File: config.mk
export PLATFORM = sky130hd
export DESIGN_NAME = car_ampl_scaler
export DESIGN_NICKNAME = d
export VERILOG_FILES = /design/src/rtl/car_ampl_pkg.sv /design/src/rtl/car_ampl_ramp.sv /design/src/rtl/car_ampl_scaler.sv
export SDC_FILE = /design/constraint.sdc
export NUM_CORES = 1
export LEC_CHECK = 0
export ABC_AREA = 1
export CAP_MARGIN = 30
export CORE_MARGIN = 2
export CORE_UTILIZATION = 55
export CTS_BUF_LIST = sky130_fd_sc_hd__clkbuf_8
export CTS_CLUSTER_DIAMETER = 120
export DETAILED_ROUTE_END_ITERATION = 6
export PLACE_DENSITY = 0.74
export SLEW_MARGIN = 15
export SYNTH_ARGS = -nofsm -noshare
export SYNTH_HDL_FRONTEND = slang
export SYNTH_SLANG_ARGS = --single-unit
File: constraint.sdc
create_clock -name clk -period 6.1 [get_ports clk]
set_input_delay 1.22 -clock clk [delete_from_list [all_inputs] [get_ports clk]]
set_output_delay 1.22 -clock clk [all_outputs]
set_load 0.1 [all_outputs]
File: src/rtl/car_ampl_pkg.sv
// Shared definitions for the carrier amplitude stage: ramp state encoding,
// mid-scale/unity constant functions and a saturating clamp helper.
package car_ampl_pkg;

    // Ramp state encoding
    typedef enum logic [0:0] {
        ST_IDLE = 1'b0,
        ST_RAMP = 1'b1
    } ramp_state_e;

    // Offset-binary mid-scale code for a w-bit sample
    function automatic int unsigned MIDSCALE(input int unsigned w);
        return 32'd1 << (w - 32'd1);
    endfunction

    // Unity gain code for a w-bit unsigned gain
    function automatic int unsigned UNITY(input int unsigned w);
        return 32'd1 << (w - 32'd1);
    endfunction

    // Clamp v into [lo, hi]
    function automatic longint sat_range(input longint v, input longint lo, input longint hi);
        longint r;
        r = v;
        if (v < lo) begin
            r = lo;
        end else if (v > hi) begin
            r = hi;
        end
        return r;
    endfunction

endpackage

File: src/rtl/car_ampl_ramp.sv
// Slew-limited gain ramp: accepts a target gain in IDLE and walks gain_cur
// toward it by STEP every RAMP_DIV clocks, landing exactly on the target.
module car_ampl_ramp
    import car_ampl_pkg::*;
#(
    parameter int unsigned GW       = 10,
    parameter int unsigned GAIN_RST = UNITY(GW),
    parameter int unsigned STEP     = 16,
    parameter int unsigned RAMP_DIV = 4
) (
    input  logic          clk,
    input  logic          rst,
    input  logic [GW-1:0] gain_req,
    input  logic          gain_req_valid,
    output logic          gain_req_ready,
    output logic          ramp_busy,
    output logic [GW-1:0] gain_cur
);

    localparam int unsigned CW   = (RAMP_DIV > 1) ? $clog2(RAMP_DIV) : 1;
    localparam logic [0:0]  IDLE = ST_IDLE;
    localparam logic [0:0]  RAMP = ST_RAMP;

    logic [0:0]    state;
    logic [0:0]    state_nxt;
    logic [CW-1:0] cnt;
    logic [CW-1:0] cnt_nxt;
    logic [GW-1:0] gain_tgt;
    logic [GW-1:0] gain_tgt_nxt;
    logic [GW-1:0] gain_cur_nxt;
    logic [GW-1:0] diff;
    logic [GW-1:0] stepped;

    // State, tick counter, gains and registered handshake/busy flags
    always_ff @(posedge clk) begin
        if (rst) begin
            state          <= IDLE;
            cnt            <= '0;
            gain_cur       <= GW'(GAIN_RST);
            gain_tgt       <= GW'(GAIN_RST);
            gain_req_ready <= 1'b1;
            ramp_busy      <= 1'b0;
        end else begin
            state          <= state_nxt;
            cnt            <= cnt_nxt;
            gain_cur       <= gain_cur_nxt;
            gain_tgt       <= gain_tgt_nxt;
            gain_req_ready <= (state_nxt == IDLE);
            ramp_busy      <= (state_nxt == RAMP);
        end
    end

    // Next-state logic; the final step is clamped onto the target
    always_comb begin
        state_nxt    = state;
        cnt_nxt      = cnt;
        gain_tgt_nxt = gain_tgt;
        gain_cur_nxt = gain_cur;
        diff         = '0;
        stepped      = gain_cur;

        if (gain_cur < gain_tgt) begin
            diff    = gain_tgt - gain_cur;
            stepped = (32'(diff) <= STEP) ? gain_tgt : gain_cur + GW'(STEP);
        end else begin
            diff    = gain_cur - gain_tgt;
            stepped = (32'(diff) <= STEP) ? gain_tgt : gain_cur - GW'(STEP);
        end

        case (state)
            IDLE: begin
                if (gain_req_valid) begin
                    gain_tgt_nxt = gain_req;
                    if (gain_req != gain_cur) begin
                        state_nxt = RAMP;
                        cnt_nxt   = '0;
                    end
                end
            end
            RAMP: begin
                if (cnt == CW'(RAMP_DIV - 1)) begin
                    cnt_nxt      = '0;
                    gain_cur_nxt = stepped;
                    if (stepped == gain_tgt) begin
                        state_nxt = IDLE;
                    end
                end else begin
                    cnt_nxt = cnt + CW'(1);
                end
            end
            default: begin
                state_nxt = IDLE;
            end
        endcase
    end

endmodule

File: src/rtl/car_ampl_scaler.sv
// Carrier amplitude stage: scales offset-binary carrier samples by the
// ramped gain through a 3-stage pipeline and re-centres on mid-scale.
// Optional feature macro: CAR_AMPL_AM_EN adds the am_in port, whose signed
// value is added (saturated) to the gain per sample.
module car_ampl_scaler
    import car_ampl_pkg::*;
#(
    parameter int unsigned DW       = 12,
    parameter int unsigned GW       = 10,
    parameter int unsigned GAIN_RST = UNITY(GW),
    parameter int unsigned STEP     = 16,
    parameter int unsigned RAMP_DIV = 4
`ifdef CAR_AMPL_AM_EN
    ,
    parameter int unsigned AMW      = 8
`endif
) (
    input  logic                  clk,
    input  logic                  rst,
    input  logic [DW-1:0]         dac_car,
    input  logic                  dac_car_valid,
    input  logic [GW-1:0]         gain_req,
    input  logic                  gain_req_valid,
    output logic                  gain_req_ready,
`ifdef CAR_AMPL_AM_EN
    input  logic signed [AMW-1:0] am_in,
`endif
    output logic [DW-1:0]         dac_car_ampl,
    output logic                  dac_car_ampl_valid,
    output logic                  ramp_busy,
    output logic [GW-1:0]         gain_cur
);

    localparam int unsigned PW  = DW + GW + 1;
    localparam int unsigned MID = MIDSCALE(DW);

    logic signed [DW:0]   s_c;
    logic [GW-1:0]        geff_c;
    logic signed [PW-1:0] s_ext_c;
    logic signed [PW-1:0] g_ext_c;
    logic signed [PW-1:0] p_c;
    logic signed [PW:0]   q_c;
    logic [DW-1:0]        out_c;

    logic                 s1_v;
    logic signed [DW:0]   s1_s;
    logic [GW-1:0]        s1_g;
    logic                 s2_v;
    logic signed [PW-1:0] s2_p;

    car_ampl_ramp #(
        .GW       (GW),
        .GAIN_RST (GAIN_RST),
        .STEP     (STEP),
        .RAMP_DIV (RAMP_DIV)
    ) u_ramp (
        .clk            (clk),
        .rst            (rst),
        .gain_req       (gain_req),
        .gain_req_valid (gain_req_valid),
        .gain_req_ready (gain_req_ready),
        .ramp_busy      (ramp_busy),
        .gain_cur       (gain_cur)
    );

    // S1 operands: signed sample about mid-scale and effective gain
    assign s_c = $signed({1'b0, dac_car}) - $signed((DW + 1)'(MID));

`ifdef CAR_AMPL_AM_EN
    localparam int unsigned SW = ((GW > AMW) ? GW : AMW) + 2;
    logic signed [SW-1:0] gsum_c;

    // Gain plus AM offset, clamped to the unsigned gain range
    assign gsum_c = $signed(SW'({1'b0, gain_cur})) + SW'(am_in);
    assign geff_c = GW'(sat_range(longint'(gsum_c), 64'sd0, (64'sd1 <<< GW) - 64'sd1));
`else
    assign geff_c = gain_cur;
`endif

    // S2 product with operands sign/zero-extended to full product width
    assign s_ext_c = PW'(s1_s);
    assign g_ext_c = $signed(PW'({1'b0, s1_g}));
    assign p_c     = s_ext_c * g_ext_c;

    // S3: drop unity scaling (floor), re-centre and clamp to the DAC code range
    assign q_c   = (PW + 1)'(s2_p >>> (GW - 1)) + $signed((PW + 1)'(MID));
    assign out_c = DW'(sat_range(longint'(q_c), 64'sd0, (64'sd1 <<< DW) - 64'sd1));

    // Pipeline registers; output code holds while no valid sample emerges
    always_ff @(posedge clk) begin
        if (rst) begin
            s1_v               <= 1'b0;
            s1_s               <= '0;
            s1_g               <= '0;
            s2_v               <= 1'b0;
            s2_p               <= '0;
            dac_car_ampl_valid <= 1'b0;
            dac_car_ampl       <= DW'(MID);
        end else begin
            s1_v               <= dac_car_valid;
            s1_s               <= s_c;
            s1_g               <= geff_c;
            s2_v               <= s1_v;
            s2_p               <= p_c;
            dac_car_ampl_valid <= s2_v;
            if (s2_v) begin
                dac_car_ampl <= out_c;
            end
        end
    end

endmodule

* Word-level counts from Yosys, hierarchy flattened
Index checks and enable logic that the tools add are counted.
Operators by class: add/sub/neg operators 7, multipliers 1, div/mod/pow operators 0, order comparisons 5, equal/unequal tests 5, shift operators 0, multiplexer cells 14, bitwise logic cells 2, reduce and logical (&&, ||, !) cells 3
Operators by type and width (number):
- $mux 10 | 3
- $mux 12 | 2
- $mul 13x11->23 | 1
- $le 10x5->1 const B | 2
- $sub 10x10->10 | 2
- $add 14x13->15 const B | 1
- $gt 15x13->1 const B | 1
- $lt 15x1->1 const B | 1
- $sub 12x12->13 const B | 1
- $add 10x5->10 const B | 1
- $eq 10x10->1 | 1
- $lt 10x10->1 | 1
- $ne 10x10->1 | 1
- $sub 10x5->10 const B | 1
- $mux 2 | 3
- $reduce_and 2->1 | 3
- $mux 1 | 4
- $pmux 2 s2 | 1
- $add 2x1->2 const B | 1
- $eq 2x2->1 const B | 1
- $ne 2x1->1 const B | 1
- $ne 2x2->1 const B | 1
- $not 1->1 | 2
- $pmux 1 s2 | 1
Storage, ports and cells: register bits after elaboration 85, latch bits 0, bits in writable memories 0, bits in read-only memories 0, bits of input ports 26, output and inout port bits 25, logic and storage cells 49, memories 0

* Depth between registers and ports, before layout
depth after elaboration 9, depth in mapped cells 25, depth with buffers taken out 23

* Hierarchy
A second synthesis with hierarchy kept.
Second synthesis, totals: cells, all modules 1400, area total of the unflattened synthesis 9610.5 um^2
Modules (own cells, without submodules):
- car_ampl_scaler | instances 1, cells each 909, area each 6791.5 um^2, sequential area each 1021.0 um^2
- car_ampl_ramp | instances 1, cells each 491, area each 2819.0 um^2, sequential area each 480.5 um^2

* Least setup slack after synthesis
OpenSTA, ideal clock, no wires.
path type register -> register, from register s1_s[11], to register s2_p[20], setup time 0.070 ns, data arrival time 4.978 ns, required time 6.030 ns, path slack 1.052 ns, stages on the path, launching flop included 20, buffers on the path 1, period minus slack after synthesis 5.048 ns, cell sequence dfxtp_1 > clkbuf_1 > nand2_1 > inv_1 > fa_1 > fa_1 > inv_1 > fa_1 > inv_1 > fa_1 > inv_1 > fa_1 > inv_1 > ha_1 > nand2_1 > nor4_1 > nand3_1 > nand3_1 > o21ai_0 > a21oi_1
On the way: longest elaborated chain between the ends 1
RTL lines:
- start: declaration | RTL line car_ampl_scaler.sv:46 | logic signed [DW:0] s1_s;
- start signal: assignment | RTL line car_ampl_scaler.sv:93 | s1_s <= '0;
- start signal: assignment | RTL line car_ampl_scaler.sv:101 | s1_s <= s_c;
- $mul 13x11->23 | RTL line car_ampl_scaler.sv:83 | assign p_c = s_ext_c * g_ext_c;
- end signal: assignment | RTL line car_ampl_scaler.sv:104 | s2_p <= p_c;
- end: declaration | RTL line car_ampl_scaler.sv:49 | logic signed [PW-1:0] s2_p;
No other way between the ends. A chain may end at the register's enable or synchronous reset.

* Final worst setup path
from register s1_g[2], to register s2_p[20]
On the way: longest elaborated chain between the ends 1
RTL lines:
- start: declaration | RTL line car_ampl_scaler.sv:47 | logic [GW-1:0] s1_g;
- start signal: assignment | RTL line car_ampl_scaler.sv:102 | s1_g <= geff_c;
- $mul 13x11->23 | RTL line car_ampl_scaler.sv:83
No other way between the ends.

==> summary.md <==
### Die
- die outline area: 17800 µm²
- DIE WIDTH: 133 µm
- area of the core: 16500 µm²
- number of top-level pins: 51
- standard-cell rows: 47
- floorplan die height: 133 µm
- starting density of the core: 0.559

### Synth
- number of enable-type register cells in the synthesized netlist: 0
- largest cells by area after synthesis: sky130_fd_sc_hd__fa_1 24%, sky130_fd_sc_hd__dfxtp_1 16%, sky130_fd_sc_hd__inv_1 13%
- mean area per synthesized cell: 7.12 µm²
- combined area of all synthesized cells: 9210 µm²
- commonest cells in the synthesized netlist: 326 x sky130_fd_sc_hd__inv_1, 307 x sky130_fd_sc_hd__nand2_1, 112 x sky130_fd_sc_hd__fa_1, 78 x sky130_fd_sc_hd__nand3_1
- Synth area leader: sky130_fd_sc_hd__fa_1
- Mapped Cells: 1293
- Post-synth ARST share: 0
- number of distinct standard cells referenced by the synthesized netlist: 41
- warning count from the yosys run: 0
- FF+latch count, synth: 75
- proportion of synthesized chip area in sequential cells: 0.163
- top-count cell post-synth: sky130_fd_sc_hd__inv_1
- syn nets: 1505
- area fraction of the dominant cell type after synthesis: 0.244
- Synth Flop Type: sky130_fd_sc_hd__dfxtp_1

### Worst setup path
- Crit Reg-Reg Startpoint: s1_g[2]
- worst path cell trace: nand2_1 -> inv_1 -> fa_1 -> fa_1 -> inv_1 -> fa_1 -> inv_1 -> fa_1 -> inv_1 -> fa_1 -> inv_1 -> ha_1 -> nand2_1 -> nor4_1 -> nand3_1 -> nand3_1 -> o21ai_0 -> a21oi_1
- type of destination of the critical path: flip-flop
- critical path launch point type: flip-flop
- number of buffers and inverters on the critical path: 5
- FF-to-FF setup slack: 0.60 ns
- maximum fanout along the worst path: 12
- Top Family by Delay on Critical Path: adder cells
- slowest cell delay on critical path: 0.66 ns
- data arrival time of the worst path: 5.84 ns
- worst reg2reg path depth: 18
- worst setup path category: reg2reg
- slowest cell on the critical path: sky130_fd_sc_hd__fa_1
- required arrival time at the worst endpoint: 6.44 ns
- RR Endpoint: s2_p[20]

### Detailed routing
- total via count in the routed design: 8040
- initial DRC count: 660
- number of iterations in the first detailed-routing pass: 6
- number of vias per cell: 5.23
- aggregate routed wire length: 22500 µm
- Remaining DRCs: 0
- drt wl/cell: 14.6 µm
- Final ANT Viol Nets: 0

### CTS
- worst-case clock buffer depth: 2
- CTS Buf Count: 9
- number of cells upsized or downsized after cts: 0
- hold-fix buffer count after cts: 0
- cell chosen for the clock root: sky130_fd_sc_hd__clkbuf_8
- Clk Latency, worst-skew pair: 0.40 ns
- count of buffers added by post-CTS timing repair for setup: 0
- H-tree lvl count: 3
- register clock-pin slew on the reported worst setup and hold paths: 0.11 ns
- TritonCTS clock tree: built
- number of clock sinks seen by CTS: 75

### Power and ir drop
- switching component of the power: 0.493 mW
- total power divided by cell area: 131 nW/µm²
- Reg power frac: 0.410
- Max VDD drop: 0.0000951 V
- clock network fraction of total power: 0.330
- Logic pwr share: 0.260
- internal power: 0.818 mW
- switching part of the total power: 0.376
- Leakage Power: 5.78 nW
- total power: 1.31 mW

### Placed design
- worst slack after detailed placement: 0.686 ns
- number of placed instances with taps included: 1521
- post-place instance area: 9810 µm²
- buffers added on ports: 50
- half-perimeter wire length of the detailed placement result: 17900 µm
- final estimated routing congestion in global placement: 0.920

### Timing
- slew at the pin closest to its max-slew limit: 1.00 ns
- Setup TNS: 0 ns
- Setup Viol. Count Final: 0
- Hold Fails Final Rpt: 0
- period utilization: 0.901
- Final Hold Slack: 0.429 ns
- least setup slack across all paths after layout: 0.601 ns
- max frequency: 182 MHz
- Max Clock Skew: 0.0267 ns
- normalized max-slew margin: 0.331
- max-slew violation count: 0
- unrepaired setup endpoints after global routing: false
- minimum clock period after layout: 5.50 ns

### Finish
- nets: 1525
- proportion of layout cells with a drive suffix above 1: 0.0334
- Area growth, synth to finish: 8.84%
- sequential cell area: 1500 µm²
- total inserted antenna cells: 0
- Finished Cell Area: 10000 µm²
- number of cells in the finished layout apart from fillers: 1538
- footprint of the multi-input gates: 6260 µm²
- post-layout util: 0.608
- fill cell instance count of the final layout: 1550

### Min path
- end point of the most critical hold path: s2_v
- hold wc startpoint: s1_v
- number of cells on the worst hold path: 2
- worst min-delay path category: reg2reg

### Global route
- maximum number of pins on one net before global-route repair: 28
- wire length of the first global-routing pass: 38200 µm
- total track usage: 0.271
- residual overflow from global routing: 0
- number of global-route vias before repair: 8040
- number of antenna violations at the first check in global routing: 0

### Job
- number of max-capacitance violations reported: 0

### Status
- status: completed

-- cell type report --
type / instances / share of cell area
Sequential cell: 75 / 0.150
Multi-Input combinational cell: 844 / 0.625
Clock inverter: 7 / 0.00824
Tap cell: 220 / 0.0275
Inverter: 329 / 0.123
Clock buffer: 9 / 0.0124
Timing Repair Buffer: 54 / 0.0535
-- worst reg2reg max path, stage by stage (launching register included) --
cell,delay (ns)
sky130_fd_sc_hd__dfxtp_1,0.57
sky130_fd_sc_hd__nand2_1,0.16
sky130_fd_sc_hd__inv_1,0.15
sky130_fd_sc_hd__fa_1,0.58
sky130_fd_sc_hd__fa_1,0.66
sky130_fd_sc_hd__inv_1,0.12
sky130_fd_sc_hd__fa_1,0.56
sky130_fd_sc_hd__inv_1,0.06
sky130_fd_sc_hd__fa_1,0.52
sky130_fd_sc_hd__inv_1,0.05
sky130_fd_sc_hd__fa_1,0.52
sky130_fd_sc_hd__inv_1,0.04
sky130_fd_sc_hd__ha_1,0.38
sky130_fd_sc_hd__nand2_1,0.14
sky130_fd_sc_hd__nor4_1,0.41
sky130_fd_sc_hd__nand3_1,0.14
sky130_fd_sc_hd__nand3_1,0.15
sky130_fd_sc_hd__o21ai_0,0.08
sky130_fd_sc_hd__a21oi_1,0.15
-- kinds of logic (layout without fill, tap and decap cells) --
group                    after synthesis  after routing  synth area share
adder cells (fa/ha/maj)              186            186             0.344
AND/OR/NAND/NOR                      486            486             0.227
buffers and inverters                374            399             0.156
AO/OA/AOI/OAI                        150            150            0.0889
flip-flops                            75             75             0.163
XOR/XNOR                              22             22            0.0209
-- how the worst max path moves through the flow --
stage,startpoint,end,slack [ns],cells past startpoint
2_1_floorplan,s1_s[11],s2_p[20],1.05,19
3_3_place_gp,s1_g[2],s2_p[20],0.79,18
3_5_place_dp,s1_g[2],s2_p[20],0.69,18
4_1_cts,s1_g[2],s2_p[20],0.63,18
5_1_grt,s1_g[2],s2_p[20],0.22,18
6_report,s1_g[2],s2_p[20],0.60,18
-- registers in the layout, summed over array words and instances, names as in the netlist --
| name | count |
|---|---|
| u_ramp.cnt | 2 |
| u_ramp.ramp_busy | 1 |
| dac_car_ampl_valid | 1 |
| u_ramp.gain_tgt | 10 |
| u_ramp.gain_cur | 10 |
| s2_p | 14 |
| s2_v | 1 |
| s1_s | 12 |
| u_ramp.gain_req_ready | 1 |
| s1_v | 1 |
| dac_car_ampl | 12 |
| s1_g | 10 |
-- power by group through the flow --
stage	Sequential, mW	Clock, mW	Combinational (mW)
after floorplan	0.553	0	0.244
after global placement	0.547	0	0.329
after detailed placement	0.548	0	0.335
after CTS	0.536	0.444	0.337
after global routing	0.540	0.463	0.383
final	0.537	0.433	0.341
-- per-layer routing --
layer	part of all wire	GRT usage
met4	0.038	0.102
met2	0.51	0.485
met1	0.40	0.330
met5	0	0
met3	0.054	0.0396
-- cells in the final DEF, fill, tap and decap left out, types with 2 or more instances in the layout --
cell type / n
sky130_fd_sc_hd__inv_1: 326
sky130_fd_sc_hd__nand2_1: 307
sky130_fd_sc_hd__fa_1: 112
sky130_fd_sc_hd__nand3_1: 78
sky130_fd_sc_hd__a21oi_1: 75
sky130_fd_sc_hd__dfxtp_1: 75
sky130_fd_sc_hd__ha_1: 74
sky130_fd_sc_hd__nor2_1: 56
sky130_fd_sc_hd__o21ai_0: 51
sky130_fd_sc_hd__clkdlybuf4s50_1: 49
sky130_fd_sc_hd__nand4_1: 13
sky130_fd_sc_hd__xor2_1: 13
sky130_fd_sc_hd__xnor2_1: 9
sky130_fd_sc_hd__clkbuf_8: 9
sky130_fd_sc_hd__nor4_1: 6
sky130_fd_sc_hd__nand2_2: 6
sky130_fd_sc_hd__o21a_1: 6
sky130_fd_sc_hd__nand3_2: 6
sky130_fd_sc_hd__o211ai_1: 5
sky130_fd_sc_hd__nor2_2: 3
sky130_fd_sc_hd__nor3_1: 3
sky130_fd_sc_hd__nor3b_1: 2
sky130_fd_sc_hd__a31oi_1: 2
sky130_fd_sc_hd__nor2_4: 2
sky130_fd_sc_hd__clkinv_1: 2
sky130_fd_sc_hd__o21bai_1: 2
sky130_fd_sc_hd__a21o_1: 2
sky130_fd_sc_hd__inv_6: 2
sky130_fd_sc_hd__inv_8: 2
sky130_fd_sc_hd__buf_2: 2
sky130_fd_sc_hd__buf_4: 2
Power figures use the tool's default switching activity.
